**src/rtl/ex_fp_addsub_unit_if.sv**
```systemverilog
// Request/result bundle between the EX-stage control and the FP add/sub unit.
// Master drives launch/operands/flush; slave returns status, stall and the packed result.
interface ex_fp_addsub_unit_if #(
  parameter int ADDR_W = 6
);
  logic              start;
  logic              op_sub;
  logic [31:0]       op_a;
  logic [31:0]       op_b;
  logic [ADDR_W-1:0] dest_addr;
  logic              flush;
  logic              busy;
  logic              stall;
  logic              result_valid;
  logic [31:0]       result;
  logic [ADDR_W-1:0] result_addr;
  logic              flag_ovf;
  logic              flag_unf;
  logic              flag_inv;

  modport master (
    output start, op_sub, op_a, op_b, dest_addr, flush,
    input  busy, stall, result_valid, result, result_addr, flag_ovf, flag_unf, flag_inv
  );

  modport slave (
    input  start, op_sub, op_a, op_b, dest_addr, flush,
    output busy, stall, result_valid, result, result_addr, flag_ovf, flag_unf, flag_inv
  );
endinterface

```
**src/rtl/ex_fp_addsub_unit.sv**
```systemverilog
// Four-cycle single-precision add/subtract (ALIGN, ADD, NORM, DONE), truncating,
// denormals flushed; stalls the pipeline while an operation is in flight.
module ex_fp_addsub_unit #(
  parameter int ADDR_W     = 6,
  parameter int GUARD_BITS = 3
) (
  input logic                clk,
  input logic                reset,
  ex_fp_addsub_unit_if.slave bus
);
  localparam int MW  = 24 + GUARD_BITS + 1;
  localparam int LZW = $clog2(MW);
  localparam logic [7:0] SH_LIMIT = 8'(24 + GUARD_BITS);

  typedef enum logic [2:0] {S_IDLE, S_ALIGN, S_ADD, S_NORM, S_DONE} state_t;

  state_t r_state;
  state_t w_next;

  logic [31:0]       r_op_a;
  logic [31:0]       r_op_b;
  logic              r_op_sub;
  logic [ADDR_W-1:0] r_dest;

  logic [MW-1:0] r_mant_a;
  logic [MW-1:0] r_mant_b;
  logic [MW-1:0] r_sum;
  logic [7:0]    r_exp;
  logic          r_sign;
  logic          r_eff_sub;
  logic          r_spec;
  logic          r_spec_inv;
  logic [31:0]   r_spec_res;

  logic [31:0]       r_result;
  logic [ADDR_W-1:0] r_result_addr;
  logic              r_ovf;
  logic              r_unf;
  logic              r_inv;

  // ---------------- FSM ----------------
  always_ff @(posedge clk) begin
    if (reset) r_state <= S_IDLE;
    else       r_state <= w_next;
  end

  always_comb begin
    w_next = r_state;
    case (r_state)
      S_IDLE:  if (bus.start && !bus.flush) w_next = S_ALIGN;
      S_ALIGN: w_next = bus.flush ? S_IDLE : S_ADD;
      S_ADD:   w_next = bus.flush ? S_IDLE : S_NORM;
      S_NORM:  w_next = bus.flush ? S_IDLE : S_DONE;
      S_DONE:  w_next = S_IDLE;
      default: w_next = S_IDLE;
    endcase
  end

  // ---------------- ALIGN: unpack, classify, swap, shift ----------------
  logic [7:0]    w_ea, w_eb, w_e_big, w_e_small, w_diff;
  logic [23:0]   w_ma, w_mb, w_m_big, w_m_small;
  logic          w_sa, w_sb_eff, w_swap, w_eff_sub;
  logic          w_a_nan, w_b_nan, w_a_inf, w_b_inf, w_nan_case;
  logic [MW-1:0] w_ext_small;
  logic [MW-1:0] w_small_sh;
  logic [31:0]   w_spec_res;

  always_comb begin
    w_ea     = r_op_a[30:23];
    w_eb     = r_op_b[30:23];
    w_ma     = (w_ea == 8'd0) ? 24'd0 : {1'b1, r_op_a[22:0]};
    w_mb     = (w_eb == 8'd0) ? 24'd0 : {1'b1, r_op_b[22:0]};
    w_sa     = r_op_a[31];
    w_sb_eff = r_op_b[31] ^ r_op_sub;
    w_eff_sub = w_sa ^ w_sb_eff;
    w_a_nan  = (w_ea == 8'hFF) && (r_op_a[22:0] != 23'd0);
    w_b_nan  = (w_eb == 8'hFF) && (r_op_b[22:0] != 23'd0);
    w_a_inf  = (w_ea == 8'hFF) && (r_op_a[22:0] == 23'd0);
    w_b_inf  = (w_eb == 8'hFF) && (r_op_b[22:0] == 23'd0);
    w_nan_case = w_a_nan || w_b_nan || (w_a_inf && w_b_inf && w_eff_sub);

    w_swap    = {w_eb, w_mb} > {w_ea, w_ma};
    w_e_big   = w_swap ? w_eb : w_ea;
    w_e_small = w_swap ? w_ea : w_eb;
    w_m_big   = w_swap ? w_mb : w_ma;
    w_m_small = w_swap ? w_ma : w_mb;
    w_diff    = w_e_big - w_e_small;
    w_ext_small = {1'b0, w_m_small, {GUARD_BITS{1'b0}}};
    // Bits falling off the bottom are dropped outright; no sticky bit.
    w_small_sh  = (w_diff >= SH_LIMIT) ? '0 : (w_ext_small >> w_diff);

    if (w_nan_case)   w_spec_res = 32'h7FC00000;
    else if (w_a_inf) w_spec_res = {w_sa, 8'hFF, 23'd0};
    else              w_spec_res = {w_sb_eff, 8'hFF, 23'd0};
  end

  // ---------------- NORM: leading-zero count and packing ----------------
  logic [LZW-1:0] w_lzc;
  logic           w_found;
  logic [10:0]    w_exp_n;
  logic [22:0]    w_frac;
  logic           w_ovf, w_unf;
  logic [31:0]    w_res;
  logic [2:0]     w_flags;

  always_comb begin
    w_lzc   = '0;
    w_found = 1'b0;
    for (int unsigned i = 0; i < MW - 1; i++) begin
      if (!w_found && r_sum[MW-2-i]) begin
        w_lzc   = LZW'(i);
        w_found = 1'b1;
      end
    end
  end

  always_comb begin
    if (r_sum[MW-1]) begin
      w_exp_n = 11'(r_exp) + 11'd1;
      w_frac  = r_sum[MW-2 -: 23];
    end else begin
      w_exp_n = 11'(r_exp) - 11'(w_lzc);
      w_frac  = 23'((r_sum << w_lzc) >> GUARD_BITS);
    end
    w_ovf = !w_exp_n[10] && (w_exp_n >= 11'd255);
    w_unf = w_exp_n[10] || (w_exp_n == 11'd0);

    w_res   = {r_sign, w_exp_n[7:0], w_frac};
    w_flags = 3'b000;
    if (r_spec) begin
      w_res   = r_spec_res;
      w_flags = {2'b00, r_spec_inv};
    end else if (r_sum == '0) begin
      w_res = 32'h00000000;
    end else if (w_ovf) begin
      w_res   = {r_sign, 8'hFF, 23'd0};
      w_flags = 3'b100;
    end else if (w_unf) begin
      w_res   = {r_sign, 31'd0};
      w_flags = 3'b010;
    end
  end

  // ---------------- datapath registers ----------------
  always_ff @(posedge clk) begin
    if (r_state == S_IDLE && bus.start && !bus.flush) begin
      r_op_a   <= bus.op_a;
      r_op_b   <= bus.op_b;
      r_op_sub <= bus.op_sub;
      r_dest   <= bus.dest_addr;
    end
    if (r_state == S_ALIGN) begin
      r_mant_a   <= {1'b0, w_m_big, {GUARD_BITS{1'b0}}};
      r_mant_b   <= w_small_sh;
      r_exp      <= w_e_big;
      r_sign     <= w_swap ? w_sb_eff : w_sa;
      r_eff_sub  <= w_eff_sub;
      r_spec     <= w_nan_case || w_a_inf || w_b_inf;
      r_spec_inv <= w_nan_case;
      r_spec_res <= w_spec_res;
    end
    if (r_state == S_ADD)
      r_sum <= r_eff_sub ? (r_mant_a - r_mant_b) : (r_mant_a + r_mant_b);
  end

  // Outputs load on the NORM->DONE edge so a flush in NORM leaves them untouched.
  always_ff @(posedge clk) begin
    if (reset) begin
      r_result      <= '0;
      r_result_addr <= '0;
      r_ovf         <= 1'b0;
      r_unf         <= 1'b0;
      r_inv         <= 1'b0;
    end else if (r_state == S_NORM && !bus.flush) begin
      r_result      <= w_res;
      r_result_addr <= r_dest;
      {r_ovf, r_unf, r_inv} <= w_flags;
    end
  end

  assign bus.busy         = (r_state != S_IDLE);
  assign bus.stall        = (r_state == S_IDLE && bus.start) || (r_state == S_ALIGN) ||
                            (r_state == S_ADD) || (r_state == S_NORM);
  assign bus.result_valid = (r_state == S_DONE);
  assign bus.result       = r_result;
  assign bus.result_addr  = r_result_addr;
  assign bus.flag_ovf     = r_ovf;
  assign bus.flag_unf     = r_unf;
  assign bus.flag_inv     = r_inv;
endmodule
```
**src/flat_wrapper.sv**
```systemverilog
// flat-port wrapper written by rule: the top's interface ports become plain ports
module ex_fp_addsub_unit_flat 
#(
  parameter int ADDR_W     = 6,
  parameter int GUARD_BITS = 3
)
  (clk, reset, bus_start, bus_op_sub, bus_op_a, bus_op_b, bus_dest_addr, bus_flush, bus_busy, bus_stall, bus_result_valid, bus_result, bus_result_addr, bus_flag_ovf, bus_flag_unf, bus_flag_inv);
  ex_fp_addsub_unit_if #(.ADDR_W(ADDR_W)) bus_i ();
  input logic clk;
  input logic reset;
  input wire logic [$bits(bus_i.start)-1:0] bus_start;
  input wire logic [$bits(bus_i.op_sub)-1:0] bus_op_sub;
  input wire logic [$bits(bus_i.op_a)-1:0] bus_op_a;
  input wire logic [$bits(bus_i.op_b)-1:0] bus_op_b;
  input wire logic [$bits(bus_i.dest_addr)-1:0] bus_dest_addr;
  input wire logic [$bits(bus_i.flush)-1:0] bus_flush;
  output wire logic [$bits(bus_i.busy)-1:0] bus_busy;
  output wire logic [$bits(bus_i.stall)-1:0] bus_stall;
  output wire logic [$bits(bus_i.result_valid)-1:0] bus_result_valid;
  output wire logic [$bits(bus_i.result)-1:0] bus_result;
  output wire logic [$bits(bus_i.result_addr)-1:0] bus_result_addr;
  output wire logic [$bits(bus_i.flag_ovf)-1:0] bus_flag_ovf;
  output wire logic [$bits(bus_i.flag_unf)-1:0] bus_flag_unf;
  output wire logic [$bits(bus_i.flag_inv)-1:0] bus_flag_inv;
  assign bus_i.start = bus_start;
  assign bus_i.op_sub = bus_op_sub;
  assign bus_i.op_a = bus_op_a;
  assign bus_i.op_b = bus_op_b;
  assign bus_i.dest_addr = bus_dest_addr;
  assign bus_i.flush = bus_flush;
  assign bus_busy = bus_i.busy;
  assign bus_stall = bus_i.stall;
  assign bus_result_valid = bus_i.result_valid;
  assign bus_result = bus_i.result;
  assign bus_result_addr = bus_i.result_addr;
  assign bus_flag_ovf = bus_i.flag_ovf;
  assign bus_flag_unf = bus_i.flag_unf;
  assign bus_flag_inv = bus_i.flag_inv;
  ex_fp_addsub_unit #(.ADDR_W(ADDR_W), .GUARD_BITS(GUARD_BITS)) u_core (.clk(clk), .reset(reset), .bus(bus_i));
endmodule
```
**config.mk**
```make
export PLATFORM = sky130hd
export DESIGN_NAME = ex_fp_addsub_unit_flat
export DESIGN_NICKNAME = d
export VERILOG_FILES = /design/src/rtl/ex_fp_addsub_unit_if.sv /design/src/rtl/ex_fp_addsub_unit.sv /design/src/flat_wrapper.sv
export SDC_FILE = /design/constraint.sdc
export NUM_CORES = 1
export LEC_CHECK = 0
export BUFFER_PORTS_ARGS = -buffer_cell sky130_fd_sc_hd__buf_2
export CAP_MARGIN = 5
export CORE_MARGIN = 2
export CORE_UTILIZATION = 40
export DETAILED_ROUTE_END_ITERATION = 10
export GPL_ROUTABILITY_DRIVEN = 1
export GPL_TIMING_DRIVEN = 0
export SLEW_MARGIN = 20
export SYNTH_ARGS = -nofsm -noshare
export SYNTH_HDL_FRONTEND = slang
export SYNTH_SLANG_ARGS = --single-unit
```
**constraint.sdc**
```tcl
create_clock -name clk -period 6.1 [get_ports clk]
set_input_delay 0 -clock clk [delete_from_list [all_inputs] [get_ports clk]]
set_output_delay 0 -clock clk [all_outputs]
set_load 0.05 [all_outputs]
```
==> summary.md, run 1 <==
| Metric | Value |
|---|---|
| GP Congestion | `0.9760` |
| Core area | `36430 sq um` |
| Vias post-DR | `13090` |
| Clock skew | `0.01891 ns` |
| Initial Util | `40.39%` |
| Sequential Power Share | `42.6%` |
| # nets final | `1995` |
| CTS Buf Count | `25` |
| Ant diodes | `0` |
| Largest net degree at the start of global routing | `20` |
| EDFF count, synth | `164` |
| IO Pins | `119` |
| Synthesized flop and latch total | `208` |
| Yosys cell types | `88` |
| Drt initial violations | `967` |
| VDD IR max | `0.2275 mV` |
| Routed WL per cell | `19.29 um` |
| Final Non-Filler Cells | `2316` |
| Worst-Margin Slew | `0.8492 ns` |
| Final Cycle Share | `95.21%` |
| Post-synthesis cell count | `1589` |
| CP Capture Type | `register` |
| Fin Hold WS | `0.1446 ns` |
| Die area | `38350 sq um` |
| Met3 Track Usage GR | `2.871%` |
| Dpl cell area | `16020 sq um` |
| # DRC | `0` |
| Critical Path Max Stage Delay | `0.41 ns` |
| Comb pwr share | `19.9%` |
| Period minus WS final | `5.808 ns` |
| Grt ovf | `0` |
| CP Cell Sequence | `clkbuf_1 -> nor4_2 -> nand2_2 -> clkbuf_2 -> nand2_1 -> inv_1 -> ha_1 -> a21oi_1 -> o21ai_1 -> a221o_1 -> o31a_1 -> o21a_1 -> buf_6 -> buf_6 -> o22a_1 -> ha_1 -> or3_1 -> o41a_1 -> o32ai_2 -> buf_4 -> nand3_1 -> o221ai_1` |
| Async S/R FF share, synth | `0%` |
| Seq/Total Area, Yosys | `39.45%` |
| Status | `completed` |
| Final setup viols | `0` |
| H-Tree Level Count | `1` |
| Clk_lat worst skew | `0.56 ns` |
| Final core occ | `48.79%` |
| GRT Util Overall | `23.19%` |
| Syn Std Cell Area | `14720 sq um` |
| Most frequent cells in the layout | `nand2_1 (204), edfxtp_1 (164), buf_2 (128)` |
| F_max | `0.1722 GHz` |
| Mean Syn Cell Area | `9.262 sq um` |
| Routed WL | `44670 um` |
| Antenna viol nets, final | `0` |
| Number of buffers added on ports | `117` |
| Worst-path maximum fanout | `19` |
| Req. time, crit path | `6.46 ns` |
| CTS Sinks | `208` |
| Final Hold Fails | `0` |
| Initial antenna violation count | `0` |
| Max Slew Vio Count | `0` |
| Pwr Density | `213.0 nW/um^2` |
| Area delta synth->final | `20.78%` |
| DR vias/cell | `5.653` |
| Fillers | `3473` |
| Clock tree buffer depth | `3` |
| Busiest grt layer | `met2` |
| TritonCTS clock tree | `yes` |
| DIE WIDTH | `195.8 um` |
| CP delay by family, top | `compound AO/OA/AOI/OAI gates` |
| DRT Pass-1 Iters | `5` |
| Sw frac | `28.56%` |
| CP Class | `reg -> reg` |
| Share of post-route cells with drive strength above 1 | `15.37%` |
| Clk pwr share | `37.6%` |
| Die H | `195.8 um` |
| Final instance area | `17780 sq um` |
| First-pass GRT wire length | `70840 um` |
| Detail Placement HPWL | `34910 um` |
| Clk slew on worst S/H paths | `0.06 ns` |
| Rows | `70` |
| Psw | `0.001081 W` |
| Worst slew margin | `42.98%` |
| Max cap viols | `0` |
| Vias in the first global route | `12910` |
| Leak Pwr | `7.189 nW` |
| GR Util met2 | `40.20%` |
| Slowest CP cell | `edfxtp_1` |
| Min-Delay Path Class | `in -> reg` |
| Internal power | `0.002704 W` |
| R2r setup slk | `0.29 ns` |
| Met1 GRT Util | `28.85%` |
| Syn Nets | `1755` |
| Buf/Inv on CP | `6` |
| Critical Path Source Type | `register` |
| Clk root buf | `clkbuf_16` |
| DP Cell Count | `2189` |
| Post-synth top flop | `edfxtp_1` |
| Arrival @ worst endpoint | `6.17 ns` |
| Most common cell after layout, fill and taps aside | `nand2_1` |
| Yosys warning total | `0` |
## power groups by stage
stage                     clock, W  combinational (W)  sequential [W]
after global routing       0.00152           0.000822         0.00161
after floorplan                  0           0.000494         0.00164
after detailed placement         0           0.000693         0.00164
after global placement           0           0.000683         0.00165
final                      0.00142           0.000752         0.00161
after CTS                  0.00147           0.000736         0.00161
## stage by stage
stage	setup TNS (ns)	total power [W]	setup slack [ns]
final	0	0.003785	0.2919
after detailed placement	-23.74	0.002332	-1.107
after global routing	-0.09131	0.003956	-0.06085
after floorplan	0	0.002130	0.1250
after CTS	0	0.003817	0.003153
after global placement	-254.93	0.002332	-1.740
## final timing paths
check	startpoint	end	cells past startpoint
setup / recovery	u_core.r_op_b[28]$_DFFE_PP_	u_core.r_mant_b[6]$_SDFFCE_PP0P_	22
hold reg to reg	u_core.bus.result[4]$_SDFFE_PP0P_	u_core.bus.result[4]$_SDFFE_PP0P_	2
hold / removal	bus_op_b[9]	u_core.r_op_b[9]$_DFFE_PP_	2
setup reg to reg	u_core.r_op_b[28]$_DFFE_PP_	u_core.r_mant_b[6]$_SDFFCE_PP0P_	22
## state kept, by name, indices dropped and copies added (netlist names), 2 cells and up
signal,cells
u_core.r_state,3
u_core.r_spec_res,2
u_core.r_mant_a,24
u_core.r_exp,8
u_core.r_mant_b,27
u_core.r_op_a,32
u_core.r_op_b,32
u_core.bus.result_addr,6
u_core.r_dest,6
u_core.r_sum,28
u_core.bus.result,32
## cell type report
type	count	area (sq um)	area share [%]
multi-input cells	1186	8260	46.47
flip-flops and latches	208	5806	32.66
clock buffers	30	654.4	3.681
repair buffers	219	1545	8.693
clock inverters	16	136.4	0.7672
plain buffers	80	376.6	2.119
inverters	109	411.6	2.316
well taps	468	585.6	3.294
## worst register-to-register path, stage by stage, from the launching register on
cell and delay, ns:
edfxtp_1 0.41, clkbuf_1 0.24, nor4_2 0.33, nand2_2 0.21
clkbuf_2 0.26, nand2_1 0.13, inv_1 0.06, ha_1 0.32
a21oi_1 0.16, o21ai_1 0.10, a221o_1 0.37, o31a_1 0.38
o21a_1 0.21, buf_6 0.15, buf_6 0.17, o22a_1 0.17
ha_1 0.21, or3_1 0.36, o41a_1 0.34, o32ai_2 0.27
buf_4 0.26, nand3_1 0.19, o221ai_1 0.33
## synth_stat cells (all sizes together), types with 5 or more instances
master,count,area [sq um]
o21ai,121,609.3
a211o,5,43.79
xor2,8,70.07
edfxtp,164,4925
a22oi,10,75.07
or3,11,68.82
o31ai,13,97.59
o22ai,14,87.58
xnor2,31,279.0
o21a,15,112.6
a211oi,14,105.1
mux2i,80,813.3
o21bai,9,67.56
a21boi,7,52.55
o211ai,14,115.1
a32o,6,60.06
nor3b,8,60.06
a32oi,5,43.79
inv,107,404.1
nor4,24,162.7
and3,8,50.05
a21oi,97,485.5
buf,25,151.4
mux2,14,157.7
mux4,21,473.0
dfxtp,44,880.8
and2,11,68.82
o211a,5,50.05
o31a,5,43.79
a21o,12,90.09
a31oi,22,137.6
nor2b,14,87.58
ha,89,1114
nand2b,13,81.33
nor3,32,160.2
nor2,116,437.9
a22o,8,70.07
nand2,206,780.8
clkbuf,61,229.0
a221oi,6,58.80
nand3,31,155.2
nand4,18,112.6
## cell families (layout without fill, tap and decap cells)
| group | after synthesis | after routing | share of synthesized area [%] |
|---|---|---|---|
| multiplexers | 115 | 115 | 9.810 |
| XOR/XNOR | 39 | 39 | 2.372 |
| flip-flops | 208 | 208 | 39.45 |
| adder cells (fa/ha/maj) | 91 | 91 | 7.838 |
| AO/OA/AOI/OAI | 430 | 430 | 19.00 |
| AND/OR/NAND/NOR | 511 | 511 | 16.15 |
| buffers and inverters | 195 | 454 | 5.381 |
## timing repair
item / CTS / global route
hold buffers: 76 / 0
endpoints found under the hold margin: 82 / 0
setup buffers: 1 / 10
resized for setup: 15 / 23
setup endpoints to repair: 47 / 50
pin swaps: 1 / 2
## per-layer routing
layer / wire (um) / vias to the layer above / part of all wire (%)
met3: 2015 / 108 / 4.5
met5: 0 / - / 0
met2: 21490 / 414 / 48
met1: 19070 / 6207 / 43
li1: - / 6364 / -
met4: 2097 / 0 / 4.7
Power figures use the tool's default switching activity.
==> run 2: changes to the inputs <==
- BUFFER_PORTS_ARGS: -buffer_cell sky130_fd_sc_hd__buf_2 -> -buffer_cell sky130_fd_sc_hd__buf_4
==> run 2 against run 1 <==
Net effect: cell count is essentially flat; clock-buffer cell count shrank 1; largest power group unchanged; critical endpoint is now u_core.r_mant_b[11]$_SDFFCE_PP0P_; core utilization grew 0.83 points; non-clock buffer count is the same.
==> summary.md, run 2 (synthesized netlist as in run 1, its figures left out) <==
| Metric | Value |
|---|---|
| Clk slew on worst S/H paths | `0.06 ns` |
| Number of buffers added on ports | `117` |
| Sequential Power Share | `42.4%` |
| Area delta synth->final | `22.83%` |
| Arrival @ worst endpoint | `6.13 ns` |
| Hold path start | `bus_op_a[18]` |
| Most frequent cells in the layout | `nand2_1 (204), edfxtp_1 (164), buf_4 (149)` |
| Seq. cell area | `5806 sq um` |
| CTS Buf Count | `25` |
| Rows | `70` |
| Routed WL per cell | `19.88 um` |
| Internal power | `0.002703 W` |
| Final setup viols | `0` |
| Pwr Density | `210.2 nW/um^2` |
| Max Slew Vio Count | `0` |
| Final worst slack | `0.2441 ns` |
| Routed WL | `46020 um` |
| DIE WIDTH | `195.8 um` |
| VDD IR max | `0.2262 mV` |
| Min-Delay Path Class | `in -> reg` |
| Final Hold Fails | `0` |
| Detail Placement HPWL | `35730 um` |
| Clk root buf | `clkbuf_16` |
| Most common cell after layout, fill and taps aside | `nand2_1` |
| H-Tree Level Count | `1` |
| Placement Setup Slack | `-1.169 ns` |
| Sw frac | `28.88%` |
| Vias post-DR | `13100` |
| Initial antenna violation count | `0` |
| Clock skew | `0.01410 ns` |
| Dpl cell area | `16310 sq um` |
| Largest net degree at the start of global routing | `20` |
| Req. time, crit path | `6.37 ns` |
| Ant diodes | `0` |
| # DRC | `0` |
| Comb pwr share | `20.3%` |
| Worst setup startpoint | `u_core.r_op_b[28]$_DFFE_PP_` |
| DRT Pass-1 Iters | `5` |
| Reg-to-Reg Start | `u_core.r_op_b[28]$_DFFE_PP_` |
| RSZ-0062 raised after global routing | `no` |
| Initial Util | `40.39%` |
| IO Pins | `119` |
| Period minus WS final | `5.856 ns` |
| Die H | `195.8 um` |
| Worst-Margin Slew | `0.9148 ns` |
| Worst-path maximum fanout | `19` |
| TritonCTS clock tree | `yes` |
| Clock tree buffer depth | `3` |
| Fin Hold WS | `0.1585 ns` |
| Top sig layer | `met4` |
| F_max | `0.1708 GHz` |
| Final instance area | `18080 sq um` |
| Grt ovf | `0` |
| Vias in the first global route | `12940` |
| Metal3 WL | `2095 um` |
| Multi-input gate area | `8278 sq um` |
| Worst slew margin | `38.57%` |
| Clk pwr share | `37.3%` |
| CP Class | `reg -> reg` |
| DR vias/cell | `5.659` |
| Final Cycle Share | `96.00%` |
| Max cap viols | `0` |
| Psw | `0.001097 W` |
| Leak Pwr | `7.237 nW` |
| Core area | `36430 sq um` |
| First-pass GRT wire length | `71500 um` |
| Antenna viol nets, final | `0` |
| Share of post-route cells with drive strength above 1 | `15.43%` |
| GP Congestion | `0.9835` |
| CTS Sinks | `208` |
| # nets final | `1995` |
| Drt initial violations | `928` |
| Clk_lat worst skew | `0.55 ns` |
| Met1 wire length | `19320 um` |
| WL met2 | `22390 um` |
| Die area | `38350 sq um` |
| GRT Util Overall | `23.63%` |
| Critical Path Source Type | `register` |
| CP Capture Type | `register` |
| Fillers | `3372` |
| Status | `completed` |
## run 2: what timing repair did
item,4_1_cts,5_1_grt
hold buffers,76,0
endpoints found under the hold margin,79,0
setup endpoints to repair,50,40
buffers inserted,1,9
gates resized for setup,22,22
pin swaps,2,0
## run 2: through the flow
step	setup TNS, ns	cells	power, W	utilization [%]
2_1_floorplan	0	1589	0.002130	-
3_3_place_gp	-263.53	2174	0.002351	44.41
3_5_place_dp	-29.64	2189	0.002350	44.77
4_1_cts	0	2309	0.003821	49.23
5_1_grt	0	2315	0.003963	49.62
6_report	0	2315	0.003800	49.62
## run 2: power groups by stage
| stage | Sequential, W | Clock [W] | Combinational [W] |
|---|---|---|---|
| after detailed placement | 0.00164 | 0 | 0.000710 |
| final | 0.00161 | 0.00142 | 0.000770 |
| after global placement | 0.00165 | 0 | 0.000702 |
| after floorplan | 0.00164 | 0 | 0.000494 |
| after global routing | 0.00161 | 0.00151 | 0.000840 |
| after CTS | 0.00161 | 0.00145 | 0.000757 |
## run 2: critical path: stages (launching register included)
cell and delay, ns:
edfxtp_1 0.55, nor4_2 0.36, nand2_2 0.21, clkbuf_4 0.27
nand2_1 0.11, inv_1 0.06, ha_1 0.32, nand4_1 0.23
inv_1 0.07, a221o_1 0.33, o31a_1 0.39, o21a_1 0.21
buf_6 0.18, buf_4 0.21, o22a_1 0.17, ha_1 0.21
nand2_1 0.08, o211ai_1 0.15, a221oi_2 0.45, a211oi_1 0.09
or3b_1 0.55, o211ai_2 0.18, o22ai_1 0.18
## run 2: path summary, 6_finish.rpt
path,endpoint,slack [ns],depth (start not counted)
hold / removal,u_core.r_op_a[18]$_DFFE_PP_,0.16,2
setup / recovery,u_core.r_mant_b[11]$_SDFFCE_PP0P_,0.24,22
hold reg to reg,u_core.bus.result[4]$_SDFFE_PP0P_,0.45,2
setup reg to reg,u_core.r_mant_b[11]$_SDFFCE_PP0P_,0.24,22
## run 2: cell type report
| cell class | count | area share [%] |
|---|---|---|
| clock inverters | 16 | 0.7751 |
| repair buffers | 218 | 10.13 |
| inverters | 109 | 2.277 |
| well taps | 468 | 3.239 |
| plain buffers | 81 | 2.139 |
| multi-input cells | 1186 | 45.79 |
| clock buffers | 29 | 3.543 |
| flip-flops and latches | 208 | 32.11 |
## run 2: metal layers
layer,global-route usage (%),vias to the layer above
met5,0,-
li1,-,6351
met1,29.24,6204
met3,2.647,121
met4,10.33,0
met2,41.68,424
==> run 3: changes to the inputs <==
- CORE_UTILIZATION: 40 -> 45
- PLACE_DENSITY: default -> 0.65
- REMOVE_ABC_BUFFERS: default -> 1
==> run 3 against run 2 <==
Net effect: flip-flop and latch count did not move; cell area down 1.5%; routed wire length fell by 14%; first-iteration DRC count down 5.0%; critical path type unchanged; core utilization rose by 5.4 points; setup slack worse by 0.15 ns; highest routed layer unchanged.
==> summary.md, run 3 (synthesized netlist as in run 1, its figures left out) <==
| Metric | Value |
|---|---|
| Status | `completed` |
| Initial antenna violation count | `0` |
| DR vias/cell | `5.662` |
| Max cap viols | `0` |
| CP Cell Sequence | `nor4_4 -> nand2_2 -> nand2_1 -> inv_1 -> ha_1 -> nand4_1 -> o211ai_1 -> a211o_1 -> o21a_4 -> mux2i_4 -> o211ai_1 -> a221oi_2 -> a211oi_1 -> or3b_1 -> o21ai_1 -> o22ai_1` |
| VDD IR max | `0.2258 mV` |
| Largest net degree at the start of global routing | `37` |
| Max Slew Vio Count | `0` |
| Grt ovf | `0` |
| CTS Sinks | `208` |
| Critical Path Max Stage Delay | `0.56 ns` |
| First-pass GRT wire length | `62430 um` |
| Detail Placement HPWL | `29160 um` |
| Clock tree buffer depth | `3` |
| Fin Hold WS | `0.1794 ns` |
| Worst setup startpoint | `u_core.r_op_b[28]$_DFFE_PP_` |
| Hold path start | `bus_op_a[11]` |
| Min-Delay Path Class | `in -> reg` |
| Die area | `34170 sq um` |
| GRT Util Overall | `22.79%` |
| CP Capture Type | `register` |
| Period minus WS final | `6.004 ns` |
| Fillers | `2920` |
| Tot Pwr | `0.003729 W` |
| Die H | `184.9 um` |
| Req. time, crit path | `6.36 ns` |
| # DRC | `0` |
| Clk slew on worst S/H paths | `0.06 ns` |
| Final setup viols | `0` |
| Routed WL per cell | `17.81 um` |
| Initial Util | `45.47%` |
| Clk_lat worst skew | `0.53 ns` |
| Final Cycle Share | `98.42%` |
| Worst-Margin Slew | `0.9079 ns` |
| Setup_tns | `0 ns` |
| Buf/Inv on CP | `1` |
| GP Congestion | `0.9177` |
| # nets final | `1925` |
| Clock skew | `0.006440 ns` |
| Worst-path maximum fanout | `19` |
| TritonCTS clock tree | `yes` |
| Pwr Density | `209.4 nW/um^2` |
| Routed WL | `39530 um` |
| Slowest CP cell | `edfxtp_1` |
| Most frequent cells in the layout | `nand2_1 (201), edfxtp_1 (164), buf_4 (140)` |
| Final Hold Fails | `0` |
| F_max | `0.1666 GHz` |
| Reg-to-Reg Start | `u_core.r_op_b[28]$_DFFE_PP_` |
| IO Pins | `119` |
| Ant diodes | `0` |
| CP Class | `reg -> reg` |
| Area delta synth->final | `21.03%` |
| Clk root buf | `clkbuf_16` |
| CP most frequent cell | `o211ai_1` |
| Most common cell after layout, fill and taps aside | `nand2_1` |
| Arrival @ worst endpoint | `6.26 ns` |
| Vias in the first global route | `12020` |
| Vias post-DR | `12560` |
| DRT Pass-1 Iters | `5` |
| Rows | `66` |
| Leak Pwr | `7.115 nW` |
| Worst slew margin | `39.30%` |
| Critical Path Source Type | `register` |
| H-Tree Level Count | `1` |
| Drt initial violations | `882` |
| CTS Buf Count | `24` |
| Antenna viol nets, final | `0` |
| Final core occ | `55.03%` |
| Share of post-route cells with drive strength above 1 | `15.03%` |
| Core area | `32370 sq um` |
| Number of buffers added on ports | `118` |
| RSZ-0062 raised after global routing | `no` |
| DIE WIDTH | `184.9 um` |
| CP delay by family, top | `compound AO/OA/AOI/OAI gates` |
==> run 3: changes by cell type in the layout (fill, tap and decap cells not counted), sizes merged <==
cell,previous run,this run
inv,110,105
o21a,15,17
clkbuf,87,33
clkinvlp,5,7
nand2,206,207
buf,165,148
xnor2,31,32
==> run 3: cell type report <==
cell class                 instances  area [sq um]  area share (%)
multi-input combinational       1190          8332           46.77
sequential                       208          5806           32.59
timing repair buffer             224          1926           10.81
clock buffer                      33         665.6           3.737
tap                              442         553.0           3.105
inverter                         109         425.4           2.388
clock inverter                    11         93.84          0.5268
timing repair inverter             2         12.51         0.07024
==> run 3: routing by layer <==
metal,wire (um),up-vias,track usage (%)
met3,1806,91,3.048
met5,0,-,0
met1,16960,5876,28.77
li1,-,6235,-
met2,18670,362,38.41
met4,2093,0,11.43
==> run 3: path summary, 6_finish.rpt <==
kind                                                          end  slack [ns]  depth (start not counted)
worst max-delay path             u_core.r_mant_b[0]$_SDFFCE_PP0P_         0.1                         16
worst min-delay path                  u_core.r_op_a[11]$_DFFE_PP_        0.18                          2
worst max register to register   u_core.r_mant_b[0]$_SDFFCE_PP0P_         0.1                         16
worst min register to register  u_core.bus.result[3]$_SDFFE_PP0P_        0.45                          2
==> run 3: repair_timing <==
item / in CTS / in global routing
resized for setup: 13 / 11
buffers inserted: 2 / 7
endpoints found under the setup margin: 30 / 38
hold endpoints to repair: 98 / 0
pin swaps: 2 / 2
cloned: 4 / 2
hold buffers: 76 / 0
==> run 3: stage by stage <==
stage	cells	worst slack [ns]	instance area, sq um
finish	2219	0.09618	17810
CTS	2210	0.04311	17690
detailed placement	2084	-1.199	16060
global placement	2063	-2.370	15780
floorplan	1503	-0.4279	14340
global route	2219	0.003500	17810
==> run 3: power breakdown <==
group | total [W] | internal [W] | switching [W]
Combinational | 0.000757 | 0.000327 | 0.000430
Sequential | 0.00162 | 0.00158 | 0.0000347
Clock | 0.00136 | 0.000807 | 0.000550
